<file path="config.mk">
export PLATFORM = sky130hd
export DESIGN_NAME = menu_nav_ctrl_flat
export DESIGN_NICKNAME = d
export VERILOG_FILES = /design/src/rtl/menu_pkg.sv /design/src/rtl/menu_nav_ctrl_if.sv /design/src/rtl/btn_edge.sv /design/src/rtl/menu_nav_ctrl.sv /design/src/flat_wrapper.sv
export SDC_FILE = /design/constraint.sdc
export NUM_CORES = 1
export LEC_CHECK = 0
export CAP_MARGIN = 20
export CORE_MARGIN = 4
export CORE_UTILIZATION = 45
export CTS_BUF_LIST = sky130_fd_sc_hd__clkbuf_4
export CTS_CLUSTER_DIAMETER = 100
export DETAILED_ROUTE_END_ITERATION = 10
export GPL_TIMING_DRIVEN = 1
export HOLD_SLACK_MARGIN = 0.08
export PLACE_DENSITY = 0.66
export SYNTH_ARGS = -nofsm -noshare
export SYNTH_HDL_FRONTEND = slang
export SYNTH_SLANG_ARGS = --single-unit
</file>
<file path="constraint.sdc">
create_clock -name clk_menu -period 2.45 [get_ports clk_menu]
set_input_delay 0.3675 -clock clk_menu [delete_from_list [all_inputs] [get_ports clk_menu]]
set_output_delay 0.3675 -clock clk_menu [all_outputs]
set_load 0.01 [all_outputs]
</file>
<file path="src/rtl/menu_pkg.sv">
// Shared types and constants for the menu bar controller and its display mux.
package menu_pkg;

  // Navigation FSM encoding
  typedef enum logic [1:0] {
    BROWSE      = 2'd0,
    RUN         = 2'd1,
    SCREENSAVER = 2'd2
  } state_t;

  // Display mode indices, as carried on active_mode / box_counter
  localparam logic [2:0] WAVE_PLAIN  = 3'd0;
  localparam logic [2:0] WAVE_SHADED = 3'd1;
  localparam logic [2:0] BAR         = 3'd2;
  localparam logic [2:0] RAIN        = 3'd3;
  localparam logic [2:0] PIKACHU_VOL = 3'd4;

  // Menu bar colours used by the downstream renderer
  localparam logic [15:0] MENU_COLOUR_BG  = 16'hAEDF;
  localparam logic [15:0] MENU_COLOUR_BOX = 16'hFAAE;
  localparam logic [15:0] MENU_COLOUR_HL  = 16'h10F2;

endpackage

</file>
<file path="src/rtl/menu_nav_ctrl_if.sv">
// Button/timer inputs and mux-select outputs of the menu controller.
// There is no valid/ready pair on this bus: inputs are sampled every rising
// clock edge, outputs are registered and valid every cycle; tick_en is a
// one-cycle strobe and mode_change a one-cycle pulse.
interface menu_nav_if;
  import menu_pkg::*;

  logic       tick_en;
  logic       pb_left;
  logic       pb_right;
  logic       pb_centre;
  logic       pb_down;
  logic       menu_switch;
  logic       switch_control_2;
  logic [2:0] box_counter;
  logic [2:0] active_mode;
  logic       menu_visible;
  logic       highlight_on;
  logic       screensaver_active;
  logic       mode_change;
  state_t     state_dbg;

  // Button / timer side
  modport master (
    output tick_en, pb_left, pb_right, pb_centre, pb_down,
           menu_switch, switch_control_2,
    input  box_counter, active_mode, menu_visible, highlight_on,
           screensaver_active, mode_change, state_dbg
  );

  // Controller side
  modport slave (
    input  tick_en, pb_left, pb_right, pb_centre, pb_down,
           menu_switch, switch_control_2,
    output box_counter, active_mode, menu_visible, highlight_on,
           screensaver_active, mode_change, state_dbg
  );
endinterface

</file>
<file path="src/rtl/btn_edge.sv">
// Rising-edge detector for one debounced button level: a held button
// produces a single one-cycle press.
module btn_edge (
  input  logic clk,
  input  logic rst,
  input  logic btn,
  output logic press
);
  logic btn_q;

  // Previous level, tracked every cycle regardless of lock state
  always_ff @(posedge clk or posedge rst) begin
    if (rst) btn_q <= 1'b0;
    else     btn_q <= btn;
  end

  assign press = btn & ~btn_q;
endmodule

</file>
<file path="src/rtl/menu_nav_ctrl.sv">
// Menu bar navigation controller: turns button presses into box selection
// and mode commits, blinks the highlight and enters a screensaver on idle.
module menu_nav_ctrl
  import menu_pkg::*;
#(
  parameter int NUM_ITEMS  = 5,
  parameter int IDLE_TICKS = 3000,
  parameter int BLINK_HALF = 5
) (
  input logic       clk_menu,
  input logic       reset,
  menu_nav_if.slave bus
);
  localparam int IDLE_W  = $clog2(IDLE_TICKS + 1);
  localparam int BLINK_W = (BLINK_HALF > 1) ? $clog2(BLINK_HALF) : 1;
  localparam logic [2:0]         BOX_MAX    = 3'(NUM_ITEMS - 1);
  localparam logic [IDLE_W-1:0]  IDLE_LAST  = IDLE_W'(IDLE_TICKS - 1);
  localparam logic [BLINK_W-1:0] BLINK_LAST = BLINK_W'(BLINK_HALF - 1);

  logic press_l, press_r, press_c, press_d, any_press, lock, nav_en;

  btn_edge u_edge_l (.clk(clk_menu), .rst(reset), .btn(bus.pb_left),   .press(press_l));
  btn_edge u_edge_r (.clk(clk_menu), .rst(reset), .btn(bus.pb_right),  .press(press_r));
  btn_edge u_edge_c (.clk(clk_menu), .rst(reset), .btn(bus.pb_centre), .press(press_c));
  btn_edge u_edge_d (.clk(clk_menu), .rst(reset), .btn(bus.pb_down),   .press(press_d));

  state_t              state, saved_state, state_next, saved_next;
  logic [2:0]          box_counter, active_mode, box_next, mode_next;
  logic                menu_visible, highlight_on, screensaver_active, mode_change;
  logic                commit, vis_next;
  logic [IDLE_W-1:0]   idle_cnt, idle_next;
  logic [BLINK_W-1:0]  blink_cnt;

  assign any_press = press_l | press_r | press_c | press_d;
  assign lock      = bus.switch_control_2;
  // Box navigation is live in BROWSE, or in RUN while the menu bar is shown
  assign nav_en    = (state == BROWSE) || bus.menu_switch;

  // One event per cycle: lock > screensaver exit > centre > down > left/right
  always_comb begin
    state_next = state;
    saved_next = saved_state;
    box_next   = box_counter;
    mode_next  = active_mode;
    idle_next  = idle_cnt;
    commit     = 1'b0;
    if (lock) begin
      idle_next = '0;
      if (state == SCREENSAVER) state_next = saved_state;
    end else if (state == SCREENSAVER) begin
      // Idle timer parked while the screensaver runs; wake press is consumed
      idle_next = '0;
      if (any_press) state_next = saved_state;
    end else begin
      if (press_c && nav_en) begin
        mode_next  = box_counter;
        commit     = 1'b1;
        state_next = RUN;
      end else if (press_d && state == RUN) begin
        state_next = BROWSE;
        box_next   = active_mode;
      end else if (nav_en && press_r && !press_l) begin
        if (box_counter < BOX_MAX) box_next = box_counter + 3'd1;
      end else if (nav_en && press_l && !press_r) begin
        if (box_counter != 3'd0) box_next = box_counter - 3'd1;
      end
      if (any_press) begin
        idle_next = '0;
      end else if (bus.tick_en) begin
        if (idle_cnt == IDLE_LAST) begin
          idle_next  = '0;
          saved_next = state;
          state_next = SCREENSAVER;
        end else begin
          idle_next = idle_cnt + 1'b1;
        end
      end
    end
    case (state_next)
      BROWSE:  vis_next = 1'b1;
      RUN:     vis_next = bus.menu_switch;
      default: vis_next = 1'b0;
    endcase
  end

  // Navigation FSM with registered outputs
  always_ff @(posedge clk_menu or posedge reset) begin
    if (reset) begin
      state              <= BROWSE;
      saved_state        <= BROWSE;
      box_counter        <= 3'd0;
      active_mode        <= 3'd0;
      idle_cnt           <= '0;
      mode_change        <= 1'b0;
      menu_visible       <= 1'b1;
      screensaver_active <= 1'b0;
    end else begin
      state              <= state_next;
      saved_state        <= saved_next;
      box_counter        <= box_next;
      active_mode        <= mode_next;
      idle_cnt           <= idle_next;
      mode_change        <= commit;
      menu_visible       <= vis_next;
      screensaver_active <= (state_next == SCREENSAVER);
    end
  end

  // Highlight blink; a box move restarts the phase with the highlight lit
  always_ff @(posedge clk_menu or posedge reset) begin
    if (reset) begin
      blink_cnt    <= '0;
      highlight_on <= 1'b1;
    end else if (box_next != box_counter) begin
      blink_cnt    <= '0;
      highlight_on <= 1'b1;
    end else if (bus.tick_en) begin
      if (blink_cnt == BLINK_LAST) begin
        blink_cnt    <= '0;
        highlight_on <= ~highlight_on;
      end else begin
        blink_cnt <= blink_cnt + 1'b1;
      end
    end
  end

  assign bus.box_counter        = box_counter;
  assign bus.active_mode        = active_mode;
  assign bus.menu_visible       = menu_visible;
  assign bus.highlight_on       = highlight_on;
  assign bus.screensaver_active = screensaver_active;
  assign bus.mode_change        = mode_change;
  assign bus.state_dbg          = state;
endmodule

</file>
<file path="src/flat_wrapper.sv">
// flat-port wrapper written by rule: the top's interface ports become plain ports
module menu_nav_ctrl_flat import menu_pkg::*;
#(
  parameter int NUM_ITEMS  = 5,
  parameter int IDLE_TICKS = 3000,
  parameter int BLINK_HALF = 5
)
  (clk_menu, reset, bus_tick_en, bus_pb_left, bus_pb_right, bus_pb_centre, bus_pb_down, bus_menu_switch, bus_switch_control_2, bus_box_counter, bus_active_mode, bus_menu_visible, bus_highlight_on, bus_screensaver_active, bus_mode_change, bus_state_dbg);
  menu_nav_if bus_i ();
  input logic clk_menu;
  input logic reset;
  input wire logic [$bits(bus_i.tick_en)-1:0] bus_tick_en;
  input wire logic [$bits(bus_i.pb_left)-1:0] bus_pb_left;
  input wire logic [$bits(bus_i.pb_right)-1:0] bus_pb_right;
  input wire logic [$bits(bus_i.pb_centre)-1:0] bus_pb_centre;
  input wire logic [$bits(bus_i.pb_down)-1:0] bus_pb_down;
  input wire logic [$bits(bus_i.menu_switch)-1:0] bus_menu_switch;
  input wire logic [$bits(bus_i.switch_control_2)-1:0] bus_switch_control_2;
  output wire logic [$bits(bus_i.box_counter)-1:0] bus_box_counter;
  output wire logic [$bits(bus_i.active_mode)-1:0] bus_active_mode;
  output wire logic [$bits(bus_i.menu_visible)-1:0] bus_menu_visible;
  output wire logic [$bits(bus_i.highlight_on)-1:0] bus_highlight_on;
  output wire logic [$bits(bus_i.screensaver_active)-1:0] bus_screensaver_active;
  output wire logic [$bits(bus_i.mode_change)-1:0] bus_mode_change;
  output wire logic [$bits(bus_i.state_dbg)-1:0] bus_state_dbg;
  assign bus_i.tick_en = bus_tick_en;
  assign bus_i.pb_left = bus_pb_left;
  assign bus_i.pb_right = bus_pb_right;
  assign bus_i.pb_centre = bus_pb_centre;
  assign bus_i.pb_down = bus_pb_down;
  assign bus_i.menu_switch = bus_menu_switch;
  assign bus_i.switch_control_2 = bus_switch_control_2;
  assign bus_box_counter = bus_i.box_counter;
  assign bus_active_mode = bus_i.active_mode;
  assign bus_menu_visible = bus_i.menu_visible;
  assign bus_highlight_on = bus_i.highlight_on;
  assign bus_screensaver_active = bus_i.screensaver_active;
  assign bus_mode_change = bus_i.mode_change;
  assign bus_state_dbg = bus_i.state_dbg;
  menu_nav_ctrl #(.NUM_ITEMS(NUM_ITEMS), .IDLE_TICKS(IDLE_TICKS), .BLINK_HALF(BLINK_HALF)) u_core (.clk_menu(clk_menu), .reset(reset), .bus(bus_i));
endmodule
</file>
==> impl_metrics.tcl, run 1 <==
set metrics [dict create \
    status "finished, final reports clean" \
    synth_common_cells "dfrtp_1 (31), o21ai_0 (19), nand2_1 (17)" \
    drtIter0Drc 135 \
    wl_per_cell_um 14.3 \
    async_reset_ff_share_pct 100 \
    grt.met1_usage_pct 25.8 \
    rsz0062_at_grt "no" \
    boundaryPins 21 \
    htree_num_levels 2 \
    synthMostInstantiatedCell "dfrtp_1" \
    busiest_layer "met1" \
    layout.nets 267 \
    hold_viol_final 0 \
    synth_edf_count 0 \
    powerDensity_nw_per_um2 744 \
    cts.clk_slew.worst_paths_ns 0.12 \
    arrival_ns 2.40 \
    yosysSeqAreaShare_pct 41.0 \
    chipWidth_um 75.0 \
    grt_max_degree 34 \
    drtPass1Iterations 4 \
    ys.flop_type "dfrtp_1" \
    cts.sinks 33 \
    drc 0 \
    std_cell_rows 24 \
    startpoint_type "flop" \
    ant_nets 0 \
    numCtsBuffers 5 \
    synth.cell_area_um2 2020 \
    ys.warnings.count 0 \
    area_delta_synth_final_pct 20.3 \
    wl_um 4370 \
    netlist_instances 214 \
    cts_setup_buffers 0 \
    cts_tree "done" \
    root_buffer "clkbuf_4" \
    cts_resized 0 \
    dp_cells 297 \
    worstSetupPathType "flop to flop" \
    cts-hold-fix-buffers 0 \
    setup_viol 0 \
    crit_fanout 5 \
    worst_hold_path_type "primary input to async pin" \
    io_buffer_count 20 \
    clk_latency_ns 0.34 \
    maxCapViolations 0 \
    final_cells 305 \
    start_util_pct 46.4 \
    finalMaxSlewViolations 0 \
    vias_per_cell 5.56 \
    grtUsageMet2_pct 24.4 \
    tns_ns 0 \
    cts_max_path_buffers 2 \
    synth_top_area_share_pct 38.4 \
    grt_usage_pct 17.5 \
    grt_util_met3_pct 4.94 \
    chipHeight_um 75.0 \
    yosysTopAreaCell "dfrtp_1" \
    yosys.cell_types.count 56 \
    antenna_found_initial 0 \
    worst_slack_ns 0.305 \
    vias 1697 \
    min_period_ns 2.14 \
    netlist_top_cells_area "dfrtp_1 (38%), o21ai_0 (4.7%), ha_1 (3.7%), a21oi_1 (3.5%), nand2_1 (3.2%)" \
    place_ws_ns 0.0424 \
    p_leak_nw 1.04 \
    fp.dieArea_um2 5630 \
    max_freq_ghz 0.466 \
    max_slew_margin_pct 72.0 \
    ir_drop_uv 644 \
    syn_nets 229 \
    drive_gt1_share_pct 17.4 \
    worst_pin_slew_ns 0.417 \
    grt_pass1_vias 1573 \
    endpoint_kind "flop" \
    grt_pass1_wl_um 7530 \
    required_ns 2.71 \
    finalCritPeriodShare_pct 87.5 \
    gr-total-overflow 0 \
    coreArea_um2 4350 \
    synth_area_per_cell_um2 9.45 \
    skew_ns 0.0201 \
    ys_ff_latch 33 \
    dp_hpwl_um 3210 \
    gp_congestion 0.822 \
    diodes 0 \
    num-fill-cells 391 \
]
-- cell families (layout without fill, tap and decap cells) --
family	count (synthesis)	after routing	synth area share (%)
muxes	3	3	1.61
adders and majority gates	6	6	3.71
buffers and inverters	20	59	5.01
xor gates and xnor gates	6	6	2.60
DFF	33	33	41.0
AOI/OAI and AO/OA	54	54	17.5
and+or+nand+nor	92	92	28.7
-- routing by layer --
layer  vias up  share of wire, %
met5         -                 0
met4         0               1.3
met3         6               3.9
met2        31                44
met1       803                51
li1        857                 -
-- area by class of cell --
| cell class | instances | area [um^2] | area share (%) |
|---|---|---|---|
| Sequential cell | 33 | 828 | 34.1 |
| Tap cell | 52 | 65.1 | 2.67 |
| Clock inverter | 2 | 10.0 | 0.412 |
| Clock buffer | 6 | 45.0 | 1.85 |
| Inverter | 11 | 41.3 | 1.70 |
| Multi-Input combinational cell | 161 | 1090 | 44.9 |
| Timing Repair Buffer | 40 | 350 | 14.4 |
-- cell usage in the layout (no fill, tap or decap), types with 3 or more instances in the layout --
cell type        Yosys  final
a21boi_0             3      3
a21oi_1             14     14
and3_1               5      5
and4_1               3      3
buf_4                0     20
clkbuf_4             0      6
clkdlybuf4s50_1      0     20
dfrtp_1             31     31
ha_1                 6      6
inv_1               11     11
nand2_1             17     17
nand2b_1             3      3
nand3_1              6      6
nand3b_1             4      4
nand4_1              4      4
nor2_1              14     14
nor2b_1              4      4
nor3_1               3      3
nor4_1               7      7
o21ai_0             19     19
or3b_2               3      3
or4_1                4      4
xor2_1               5      5
-- stage by stage --
step	utilization, %	area [um^2]	hold slack, ns	power (mW)
3_3_place_gp	54.6	2380	0.477	1.50
6_report	55.9	2430	0.392	1.81
4_1_cts	55.9	2430	0.402	1.83
3_5_place_dp	54.6	2380	0.494	1.51
5_1_grt	55.9	2430	0.406	1.96
2_1_floorplan	-	2020	0.399	1.22
-- registers in the layout, summed over array words and instances, names as in the netlist, 2 cells and up --
register and flops:
u_core.bus.active_mode 3, u_core.idle_cnt 12, u_core.saved_state 2, u_core.bus.state_dbg 2
u_core.bus.box_counter 3, u_core.blink_cnt 3
-- power by group --
group          leakage, nW  total [mW]  internal (mW)  switching (mW)
registers            0.429       0.755          0.638           0.117
clock network       0.0354       0.312          0.120           0.192
logic                0.579       0.741          0.387           0.354
-- worst max-delay path, cell delays in order (launching register included) --
cell and delay (ns):
dfrtp_1 0.45, inv_1 0.17, ha_1 0.21, nand3b_1 0.14
nor4b_4 0.24, nor4_2 0.10, o211a_1 0.24, or4_1 0.51
-- path summary, 6_finish.rpt --
| path | startpoint | slack, ns | endpoint | cells past startpoint |
|---|---|---|---|---|
| setup / recovery | u_core.bus.box_counter[0] | 0.31 | u_core.bus.highlight_on | 7 |
| hold / removal | reset | 0.39 | u_core.bus.active_mode[0] | 3 |
| setup reg to reg | u_core.bus.box_counter[0] | 0.31 | u_core.bus.highlight_on | 7 |
| hold reg to reg | u_core.saved_state[0] | 0.51 | u_core.saved_state[0] | 1 |
| max in group asynchronous | reset | 1.71 | u_core.bus.menu_visible | 3 |
| min in group clk_menu | bus_pb_right | 0.51 | u_core.u_edge_r.btn_q | 1 |
No activity file was read; power rests on OpenSTA's default activity.
==> run 2, diff against run 1 <==
--- a/config.mk
+++ b/config.mk
@@ -14,6 +14,7 @@
 export GPL_TIMING_DRIVEN = 1
 export HOLD_SLACK_MARGIN = 0.08
 export PLACE_DENSITY = 0.66
+export REMOVE_ABC_BUFFERS = 1
 export SYNTH_ARGS = -nofsm -noshare
 export SYNTH_HDL_FRONTEND = slang
 export SYNTH_SLANG_ARGS = --single-unit
==> run 2 against run 1 <==
Effect of this change:
- maximum frequency rose by 0.80%
- first-iteration DRC count fell by 44%
- count of clock-buffer cells in the layout did not move
- largest power group unchanged
- setup slack improved by 0.017 ns
- largest cell class unchanged
- critical endpoint unchanged
- non-clock buffer count rose by 1
==> impl_metrics.tcl, run 2 (synthesis results as in run 1) <==
set metrics [dict create \
    status "finished, final reports clean" \
    drc 0 \
    internal_power_mw 1.15 \
    p_clk_share_pct 17.1 \
    worst_slack_ns 0.322 \
    drtIter0Drc 76 \
    diodes 0 \
    antenna_found_initial 0 \
    grt_pass1_vias 1702 \
    cts-hold-fix-buffers 0 \
    skew_ns 0.00625 \
    area_delta_synth_final_pct 20.7 \
    cts_max_path_buffers 2 \
    vias 1681 \
    powerDensity_nw_per_um2 737 \
    cts_setup_buffers 0 \
    tns_ns 0 \
    drtPass1Iterations 4 \
    cts.sinks 33 \
    dp_cells 298 \
    startpoint_type "flop" \
    maxCapViolations 0 \
    setup_viol 0 \
    cts_resized 0 \
    swShare_pct 36.2 \
    seqPwrFrac_pct 42.0 \
    ir_drop_uv 482 \
    power_mw 1.80 \
    rsz0062_at_grt "no" \
    fp.dieArea_um2 5630 \
    worstSetupPathType "flop to flop" \
    std_cell_rows 24 \
    max_slew_margin_pct 72.7 \
    root_buffer "clkbuf_4" \
    wl_per_cell_um 13.9 \
    dp_hpwl_um 3170 \
    numCtsBuffers 5 \
    io_buffer_count 20 \
    finalCritPeriodShare_pct 86.9 \
    grt_max_degree 34 \
    final_common_cell "dfrtp_1" \
    whs_ns 0.418 \
    chipHeight_um 75.0 \
    most-common-layout-cells "dfrtp_1 (31), buf_4 (21), clkdlybuf4s50_1 (20)" \
    gp_congestion 0.792 \
    boundaryPins 21 \
    required_ns 2.71 \
    reg2reg_slack_ns 0.32 \
    arrival_ns 2.38 \
    p_sw_uw 651 \
    vias_per_cell 5.49 \
    final_cells 306 \
    cts_tree "done" \
    pwr-share-comb_pct 40.9 \
    worst_pin_slew_ns 0.407 \
    grt_pass1_wl_um 7730 \
    htree_num_levels 2 \
    start_util_pct 46.4 \
    coreArea_um2 4350 \
    gr-total-overflow 0 \
    clk_latency_ns 0.33 \
    largest_register_ffs 12 \
    cts.clk_slew.worst_paths_ns 0.10 \
    regMostFlops "u_core.idle_cnt" \
    endpoint_kind "flop" \
    drive_gt1_share_pct 17.7 \
    num-fill-cells 394 \
    place_ws_ns -0.00511 \
    p_leak_nw 1.05 \
    layout.nets 268 \
    crit_fanout 6 \
    finalMaxSlewViolations 0 \
    hold_viol_final 0 \
    chipWidth_um 75.0 \
    worst_hold_path_type "primary input to async pin" \
    grt_usage_pct 17.8 \
    max_freq_ghz 0.470 \
    min_period_ns 2.13 \
    ant_nets 0 \
    wl_um 4260 \
]
-- run 2: cell count changes in the layout (fill, tap and decap cells not counted) --
cell	change
buf_4	+1
-- run 2: layout make-up --
class / instances / area [um^2] / area share, %
multi-input combinational: 161 / 1090 / 44.8
sequential: 33 / 828 / 33.9
timing repair buffer: 41 / 358 / 14.7
tap: 52 / 65.1 / 2.67
clock buffer: 6 / 45.0 / 1.85
inverter: 11 / 41.3 / 1.69
clock inverter: 2 / 10.0 / 0.410
-- run 2: critical path, cell delays in order (launching register included) --
cell      delay, ns
dfrtp_1        0.45
inv_1          0.16
ha_1           0.21
nand3b_1       0.13
nor4b_4        0.24
nor4_2         0.10
o211a_1        0.26
or4_1          0.51
-- run 2: per-stage QoR --
stage	instance area (um^2)	util [%]
floorplan	1960	-
global placement	2380	54.8
detailed placement	2380	54.8
CTS	2440	56.0
global route	2440	56.0
finish	2440	56.0
-- run 2: power groups by stage --
| stage | sequential, mW | clock (mW) | combinational, mW |
|---|---|---|---|
| final | 0.755 | 0.308 | 0.735 |
| after global routing | 0.778 | 0.350 | 0.824 |
| after CTS | 0.755 | 0.324 | 0.745 |
| after detailed placement | 0.762 | 0 | 0.742 |
| after global placement | 0.769 | 0 | 0.727 |
| after floorplan | 0.785 | 0 | 0.400 |
-- run 2: layer usage --
| layer | part of all wire, % | global-route usage, % | vias to the layer above | wire [um] |
|---|---|---|---|---|
| li1 | - | - | 857 | - |
| met1 | 46 | 23.0 | 799 | 1970 |
| met2 | 50 | 29.9 | 20 | 2140 |
| met3 | 2.3 | 2.80 | 5 | 98 |
| met4 | 1.2 | 6.52 | 0 | 51 |
| met5 | 0 | 0 | - | 0 |
-- run 2: path summary, 6_finish.rpt --
path | startpoint | to | cells after the start
max in group asynchronous | reset | u_core.bus.highlight_on | 3
setup reg to reg | u_core.bus.box_counter[1] | u_core.bus.highlight_on | 7
hold / removal | reset | u_core.bus.screensaver_active | 3
setup / recovery | u_core.bus.box_counter[1] | u_core.bus.highlight_on | 7
min in group clk_menu | u_core.saved_state[0] | u_core.saved_state[0] | 1
hold reg to reg | u_core.saved_state[0] | u_core.saved_state[0] | 1
==> run 3, diff against run 2 <==
--- a/config.mk
+++ b/config.mk
@@ -17,4 +17,5 @@
 export REMOVE_ABC_BUFFERS = 1
 export SYNTH_ARGS = -nofsm -noshare
 export SYNTH_HDL_FRONTEND = slang
+export SYNTH_HIERARCHICAL = 1
 export SYNTH_SLANG_ARGS = --single-unit
==> constraint.sdc (replaced) <==
create_clock -name clk_menu -period 2.5 [get_ports clk_menu]
set_input_delay 0.375 -clock clk_menu [delete_from_list [all_inputs] [get_ports clk_menu]]
set_output_delay 0.375 -clock clk_menu [all_outputs]
set_load 0.01 [all_outputs]
==> run 3 against run 2 <==
Effect of this change:
- sequential share of layout area up 0.23 points
- first-iteration DRC count grew 68%
- total power hardly changed
- sequential power down 9.9%
- largest power group is now combinational logic
- non-clock buffer count down 2
- clock power increased by 31%
- highest routed layer unchanged
- combinational power is 3% lower
- critical path type unchanged
- via count grew 0.24%
- count of clock-buffer cells in the layout unchanged
- wire length up 1.6%
- sequential cell count unchanged
- die area shrank 1.5%
==> impl_metrics.tcl, run 3 <==
set metrics [dict create \
    drive_gt1_share_pct 19.1 \
    boundaryPins 21 \
    max_freq_ghz 0.450 \
    numCtsBuffers 5 \
    drtIter0Drc 128 \
    wl_um 4330 \
    async_reset_ff_share_pct 100 \
    setup_viol 0 \
    p_leak_nw 1.05 \
    hold_viol_final 0 \
    whs_ns 0.251 \
    crit_fanout 6 \
    yosys.cell_types.count 58 \
    synthMostInstantiatedCell "dfrtp_1" \
    dpl_cell_area_um2 2340 \
    worstSetupPathType "flop to flop" \
    worst_hold_path_type "primary input to async pin" \
    gr-total-overflow 0 \
    maxCapViolations 0 \
    htree_num_levels 2 \
    critPathMaxStageDelay_ns 0.55 \
    crit_chain "or4b_1 > nor4_2 > nand2_1 > nor2_2 > mux2_2" \
    synth_top_area_share_pct 39.0 \
    fin_util_pct 58.5 \
    synth_common_cells "dfrtp_1 (31), nor2_1 (24), nand2_1 (19)" \
    worst_pin_slew_ns 0.547 \
    yosysTopAreaCell "dfrtp_1" \
    powerDensity_nw_per_um2 742 \
    worst_slack_ns 0.278 \
    required_ns 2.72 \
    clk_latency_ns 0.35 \
    largest_register_ffs 12 \
    crit_path_top_delay_cell "or4b_1" \
    cts.sinks 33 \
    ant_nets 0 \
    synth.cell_area_um2 1990 \
    dp_cells 293 \
    most-common-layout-cells "dfrtp_1 (31), nor2_1 (24), clkdlybuf4s50_1 (20)" \
    coreArea_um2 4140 \
    rsz0062_at_grt "no" \
    vias 1685 \
    grt_max_degree 30 \
    finalCritPeriodShare_pct 88.9 \
    final_common_cell "dfrtp_1" \
    grt_pass1_vias 1649 \
    cts_tree "done" \
    antenna_found_initial 0 \
    arrival_ns 2.45 \
    finalMaxSlewViolations 0 \
    ys_ff_latch 33 \
    grt_pass1_wl_um 7800 \
    final_cells 301 \
    ir_drop_uv 383 \
    grt_usage_pct 18.5 \
    area_delta_synth_final_pct 22.0 \
    max_slew_margin_pct 63.2 \
    tns_ns 0 \
    gp_congestion 0.945 \
    ys.flop_type "dfrtp_1" \
    status "finished, final reports clean" \
    power_mw 1.80 \
    cts_setup_buffers 0 \
    crit_family "simple AND/OR/NAND/NOR gates" \
    netlist_instances 212 \
    skew_ns 0.0225 \
    cts.clk_slew.worst_paths_ns 0.12 \
    worst-path-buf-inv 0 \
    min_period_ns 2.22 \
    std_cell_rows 23 \
    yosysSeqAreaShare_pct 41.7 \
    start_util_pct 47.9 \
    chipHeight_um 74.5 \
    root_buffer "clkbuf_4" \
    endpoint_kind "flop" \
    fp.dieArea_um2 5540 \
    cts_resized 0 \
    io_buffer_count 20 \
    drc 0 \
    layout.nets 265 \
    netlist_top_cells_area "dfrtp_1 (39%), nor2_1 (4.5%), ha_1 (3.8%), nand2_1 (3.6%), xor2_1 (3.1%)" \
    synth_area_per_cell_um2 9.37 \
    startpoint_type "flop" \
    regMostFlops "u_core/idle_cnt" \
    cts-hold-fix-buffers 0 \
    vias_per_cell 5.60 \
    synth_edf_count 0 \
    place_ws_ns -0.0433 \
    final_area_um2 2420 \
    cts_max_path_buffers 2 \
    drtPass1Iterations 5 \
    diodes 0 \
    wl_per_cell_um 14.4 \
    chipWidth_um 74.5 \
    ys.warnings.count 6 \
    dp_hpwl_um 3180 \
]
run 3: where the power goes:
| part | switching [mW] | internal [mW] |
|---|---|---|
| logic | 0.361 | 0.355 |
| registers | 0.0669 | 0.614 |
| clock network | 0.183 | 0.219 |
run 3: kinds of logic after synthesis:
| family | count (synthesis) | synth area share [%] |
|---|---|---|
| AO/OA/AOI/OAI | 45 | 15.5 |
| XOR/XNOR | 10 | 4.41 |
| adder cells (fa/ha/maj) | 6 | 3.78 |
| buffers and inverters | 21 | 4.85 |
| flip-flops | 33 | 41.7 |
| multiplexers | 6 | 3.34 |
| AND/OR/NAND/NOR | 91 | 26.4 |
run 3: routing by layer:
metal | wire length, um | track usage, % | vias to the layer above
li1 | - | - | 816
met2 | 1900 | 28.0 | 59
met3 | 244 | 4.73 | 12
met1 | 2100 | 25.8 | 798
met4 | 93 | 5.93 | 0
met5 | 0 | 0 | -
run 3: final timing paths:
kind / start / to / slack, ns / cells past startpoint
worst max-delay path: u_core/idle_cnt[3] / u_core/saved_state[0] / 0.28 / 5
worst min-delay path: reset / u_core/u_edge_c/btn_q / 0.25 / 2
worst max register to register: u_core/idle_cnt[3] / u_core/saved_state[0] / 0.28 / 5
worst min register to register: u_core/saved_state[1] / u_core/saved_state[1] / 0.52 / 1
max in group asynchronous: reset / u_core/bus.highlight_on / 1.67 / 3
min in group clk_menu: bus_pb_centre / u_core/u_edge_c/btn_q / 0.48 / 1
run 3: layout make-up:
class / count / area [um^2]
Fill cell: 379 / 1720
Multi-Input combinational cell: 158 / 1060
Sequential cell: 33 / 828
Timing Repair Buffer: 39 / 343
Tap cell: 50 / 62.6
Inverter: 13 / 48.8
Clock buffer: 6 / 45.0
Clock inverter: 2 / 33.8
run 3: worst reg2reg max path, stage by stage, from the launching register on:
cell,delay (ns)
dfrtp_1,0.43
or4b_1,0.55
nor4_2,0.43
nand2_1,0.19
nor2_2,0.15
mux2_2,0.34
